==> src/rtl/hht_spmv_engine.sv <==
// Sparse row-gather multiply-accumulate engine.
// Streams packed (value, column) nonzeros from port 1 and gathers vector elements from
// port 2. It produces one dot product per row on a valid/ready output.
module hht_spmv_engine #(
   parameter int unsigned ADDR_W  = 32,
   parameter int unsigned DATA_W  = 32,
   parameter int unsigned IDX_W   = 16,
   parameter int unsigned ACC_W   = 64,
   parameter int unsigned VEC_LEN = 16
) (
   input  logic              Clk,
   input  logic              Rst,
   input  logic              start,
   input  logic              mode,
   input  logic [ADDR_W-1:0] v_values_base,
   input  logic [ADDR_W-1:0] wdata_col_base,
   input  logic [ADDR_W-1:0] csize,
   input  logic [ADDR_W-1:0] row_nnz,
   output logic [ADDR_W-1:0] addr1,
   output logic              rd1,
   input  logic [DATA_W-1:0] dataIn1,
   output logic [ADDR_W-1:0] addr2,
   output logic              rd2,
   input  logic [DATA_W-1:0] dataIn2,
   output logic [ACC_W-1:0]  y_data,
   output logic [ADDR_W-1:0] y_row,
   output logic              y_valid,
   input  logic              y_ready,
   output logic              busy,
   output logic              done,
   output logic              err
);

   localparam int unsigned VAL_W = DATA_W - IDX_W;

   typedef enum logic [2:0] {StIdle, StRun, StDrain, StFin, StDone} state_e;

   state_e state_q, state_d;

   logic              mode_q;
   logic [ADDR_W-1:0] vbase_q, wbase_q, csize_q, rnnz_q;
   logic [ADDR_W-1:0] k_q, pos_q, row_q;
   logic              s1_valid_q, s1_first_q, s1_last_q;
   logic [IDX_W-1:0]  s1_col_q;
   logic [VAL_W-1:0]  s1_mval_q;
   logic [ACC_W-1:0]  acc_q, y_data_q;
   logic [ADDR_W-1:0] y_row_q;
   logic              y_valid_q, err_q, done_q;

   logic              cfg_ok, accept_start, reject_start;
   logic              stall, issue, last_issue, in_range, pos_last;
   logic [ACC_W-1:0]  product, sum;

   // Datapath decode: stall only when a finished row would overwrite an unaccepted result
   always_comb begin
      cfg_ok       = (csize != '0) && (row_nnz != '0) && ((csize % row_nnz) == '0);
      accept_start = (state_q == StIdle) && start && cfg_ok;
      reject_start = (state_q == StIdle) && start && !cfg_ok;
      stall        = y_valid_q && !y_ready && s1_valid_q && s1_last_q;
      issue        = (state_q == StRun) && !stall;
      last_issue   = issue && (k_q == csize_q - ADDR_W'(1));
      pos_last     = (pos_q == rnnz_q - ADDR_W'(1));
      in_range     = ADDR_W'(s1_col_q) < ADDR_W'(VEC_LEN);
      product      = in_range ? ACC_W'(s1_mval_q) * ACC_W'(dataIn2) : '0;
      sum          = (s1_first_q ? ACC_W'(0) : acc_q) + product;
      rd1          = (state_q == StRun);
      addr1        = rd1 ? wbase_q + k_q : '0;
      rd2          = s1_valid_q && in_range;
      addr2        = s1_valid_q ? vbase_q + ADDR_W'(s1_col_q) : '0;
      busy         = (state_q != StIdle);
      done         = (state_q == StDone) || done_q;
      y_data       = y_data_q;
      y_row        = y_row_q;
      y_valid      = y_valid_q;
      err          = err_q;
   end

   // Job sequencing
   always_comb begin
      state_d = state_q;
      unique case (state_q)
         StIdle:  if (accept_start) state_d = StRun;
         StRun:   if (last_issue) state_d = StDrain;
         StDrain: if (!stall) state_d = StFin;
         StFin:   if (y_valid_q && y_ready) state_d = StDone;
         StDone:  state_d = StIdle;
         default: state_d = StIdle;
      endcase
   end

   // State, config latch, two-stage pipeline and result register
   always_ff @(posedge Clk) begin
      if (Rst) begin
         state_q    <= StIdle;
         mode_q     <= 1'b0;
         vbase_q    <= '0;
         wbase_q    <= '0;
         csize_q    <= '0;
         rnnz_q     <= '0;
         k_q        <= '0;
         pos_q      <= '0;
         row_q      <= '0;
         s1_valid_q <= 1'b0;
         s1_first_q <= 1'b0;
         s1_last_q  <= 1'b0;
         s1_col_q   <= '0;
         s1_mval_q  <= '0;
         acc_q      <= '0;
         y_data_q   <= '0;
         y_row_q    <= '0;
         y_valid_q  <= 1'b0;
         err_q      <= 1'b0;
         done_q     <= 1'b0;
      end else begin
         state_q <= state_d;
         done_q  <= reject_start;
         if (accept_start) begin
            mode_q  <= mode;
            vbase_q <= v_values_base;
            wbase_q <= wdata_col_base;
            csize_q <= csize;
            rnnz_q  <= row_nnz;
            k_q     <= '0;
            pos_q   <= '0;
            row_q   <= '0;
            err_q   <= 1'b0;
         end
         if (reject_start) err_q <= 1'b1;
         // Stage 0: fetch packed entry
         if (issue) begin
            k_q   <= k_q + ADDR_W'(1);
            pos_q <= pos_last ? '0 : pos_q + ADDR_W'(1);
         end
         if (!stall) begin
            s1_valid_q <= issue;
            if (issue) begin
               s1_col_q   <= dataIn1[IDX_W-1:0];
               s1_mval_q  <= mode_q ? dataIn1[DATA_W-1:IDX_W] : VAL_W'(1);
               s1_first_q <= (pos_q == '0);
               s1_last_q  <= pos_last;
            end
         end
         // Stage 1: gather and accumulate
         if (!stall && s1_valid_q) begin
            acc_q <= sum;
            if (!in_range) err_q <= 1'b1;
         end
         if (!stall && s1_valid_q && s1_last_q) begin
            y_data_q  <= sum;
            y_row_q   <= row_q;
            y_valid_q <= 1'b1;
            row_q     <= row_q + ADDR_W'(1);
         end else if (y_valid_q && y_ready) begin
            y_valid_q <= 1'b0;
         end
      end
   end

endmodule

==> config.mk <==
export PLATFORM = sky130hd
export DESIGN_NAME = hht_spmv_engine
export DESIGN_NICKNAME = d
export VERILOG_FILES = /design/src/rtl/hht_spmv_engine.sv
export SDC_FILE = /design/constraint.sdc
export NUM_CORES = 2
export LEC_CHECK = 0
export CORE_ASPECT_RATIO = 0.8
export CORE_MARGIN = 2
export CORE_UTILIZATION = 30
export CTS_BUF_LIST = sky130_fd_sc_hd__clkbuf_4 sky130_fd_sc_hd__clkbuf_8
export DETAILED_ROUTE_END_ITERATION = 8
export HOLD_SLACK_MARGIN = 0.06
export PLACE_DENSITY_LB_ADDON = 0.3
export SLEW_MARGIN = 5
export SYNTH_ARGS = -nofsm -noshare
export SYNTH_HDL_FRONTEND = slang
export SYNTH_SLANG_ARGS = --single-unit
==> constraint.sdc <==
create_clock -name Clk -period 212.6 [get_ports Clk]
set_input_delay 31.89 -clock Clk [delete_from_list [all_inputs] [get_ports Clk]]
set_output_delay 31.89 -clock Clk [all_outputs]
set_load 0.02 [all_outputs]
==> metrics.cfg <==
[routing]
drc_errors = 0
drt_first_pass_iters = 6
wirelength_um = 328300
vias = 75870
avgRoutedWirePerCell_um = 25.06
via_per_inst = 5.792
first_iter_violations = 7744
postRouteAntennaNets = 0

[yosys]
synth_seq_area_share_pct = 11.86
synth_top_area_share_pct = 13.05
avgSynthCellArea_sq_um = 7.362
synthFlopType = dfxtp_1
synth-edff-count = 0
yosysTopAreaCell = ha_1
synth_common_cells = 1261 x nand2_1, 845 x a21oi_1, 750 x ha_1
ys_top_cells_by_area = ha_1 13%, dfxtp_1 12%, fa_1 12%
synth-seq-cells = 426
synth-async-reset-ratio_pct = 0
syn_nets = 11140
synth.most_common_cell = nand2_1
yosys_warnings = 0
synth_cell_types = 102
syn_inst = 9768
mappedNetlistArea_sq_mm = 0.07191

[timing]
period_needed_ns = 125.73
period_share_pct = 59.14
finalMaxSlewViolations = 0
fin_skew_ns = 0.05179
rsz0062_at_grt = false
setup_viol = 0
max_freq_mhz = 7.954
slew_headroom_pct = 3.906
fin_tns_setup_ns = 0
worst_pin_slew_ns = 1.432
hold_violations = 0

[global_route]
grt.overflow.total = 0
grt_pass1_wl_um = 484400
grt_pass1_vias = 71950
grt.total_usage_pct = 26.08
antenna_found_initial = 31
grt_max_degree = 122

[floorplanning]
die_w_um = 551.4
num_rows = 160
start_util_pct = 30.21
die_area_sq_mm = 0.2437
core-area_sq_mm = 0.2380
die_h_um = 441.9
ios = 363

[cts]
cts_tree = built
clkSinkCount = 426
cts_root_buf = clkbuf_8
clock_path_buffers = 3
clk_pin_slew_ns = 0.06
cts-buffers-inserted = 80
post_cts_buffers = 0
cts_resized = 0
holdBufCountCts = 0
insertion_delay_ns = 0.81
htree_levels = 3

[critical_path]
critPathMaxStageDelay_ns = 1.22
slowest_stage = a311oi_1
crit_path_start = row_nnz[16]
worstSetupStartpointType = input port
crit_type = input port to register
r2r_slack_ns = 200.67
arrival_ns = 126.43
crit_required_ns = 213.30
crit_fanout = 66
worstReg2RegStart = s1_mval_q[11]
crit_top_cell = ha_1
critPathCaptureType = register

[layout]
fin_util_pct = 33.82
fin_area_sq_mm = 0.08050
fin_nets = 11230
finalNonFillerCells = 13100
drive_gt1_share_pct = 4.959
area_delta_synth_final_pct = 11.94

[placement]
port_buffers = 362
post-dp-hpwl_um = 254300
gp_congestion = 0.9872
dp.cells = 12940
place_area_sq_mm = 0.07865

[worst_hold_path]
hp-class = register to register
hold_start = acc_q[23]

[pwr]
p_total_uw = 333.7
power.leakage_nw = 34.40
vdd_drop_max_mv = 0.004333
power_density_mw_per_mm2 = 4.146

[run]
maxCapViolCount = 0

[outcome]
outcome = finished clean

## per-stage QoR
| step | setup slack [ns] | hold WS (ns) |
|---|---|---|
| detailed placement | 89.19 | 0.4422 |
| global placement | 90.07 | 0.4381 |
| floorplan | 108.05 | 0.4318 |
| global route | 81.24 | 0.4709 |
| CTS | 89.75 | 0.4507 |
| finish | 86.87 | 0.4509 |
## routing by layer
metal	global-route usage [%]	wire length, um
met1	39.33	156800
met2	38.11	136000
met3	3.513	26110
met4	7.251	9285
met5	0	84
## layout by cell type (no fill, tap or decap), types with 268 or more instances in the layout
cell type and n:
a21oi_1 843, clkdlybuf4s50_1 361, dfxtp_1 419, fa_1 422
ha_1 750, inv_1 688, nand2_1 1257, nand3_1 276
nor2_1 718, nor3_1 268, o21ai_0 376, xnor2_1 380
## layout make-up
cell class | count | area (sq um)
flip-flops and latches | 426 | 8537
inverters | 697 | 2618
repair buffers | 488 | 4584
clock inverters | 24 | 291.5
diodes | 18 | 45.04
fillers | 25280 | 157500
clock buffers | 119 | 1513
multi-input cells | 8167 | 58960
well taps | 3159 | 3953
## where the power goes
group / internal (mW) / switching, mW / total (mW)
combinational: 0.0544 / 0.106 / 0.160
sequential: 0.0803 / 0.00120 / 0.0816
clock: 0.0493 / 0.0426 / 0.0920
total: 0.184 / 0.150 / 0.334
## cells by family (layout without fill, tap and decap cells)
family / count (synthesis) / count (layout) / share of synthesized area [%]
fa+ha+maj: 1172 / 1172 / 24.80
simple gates: 3755 / 3755 / 25.26
buf+inv: 1175 / 1328 / 6.337
flops: 426 / 426 / 11.86
compound gates: 2541 / 2541 / 22.99
other cells: 0 / 18 / 0
mux: 94 / 94 / 1.388
xor+xnor: 605 / 605 / 7.369
## final timing paths
path	to	cells after the start
max	wbase_q[4]	308
min	acc_q[23]	2
max reg2reg	y_data[55]	34
min reg2reg	acc_q[23]	2
## critical path: cells and delay by family
family                     cells  cell delay (ns)
AOI/OAI and AO/OA            143            45.07
adders and majority gates     31             9.72
buffers and inverters         20             5.51
muxes                          5             1.77
and+or+nand+nor              109            31.96
## flip-flops by register name (all words and copies together) (netlist names), 3 cells and up
signal / cells
acc_q: 64
csize_q: 32
k_q: 32
pos_q: 32
rnnz_q: 32
row_q: 32
s1_col_q: 16
s1_mval_q: 16
state_q: 3
vbase_q: 32
wbase_q: 32
y_data: 64
y_row: 32
No activity file was read; power rests on OpenSTA's default activity.
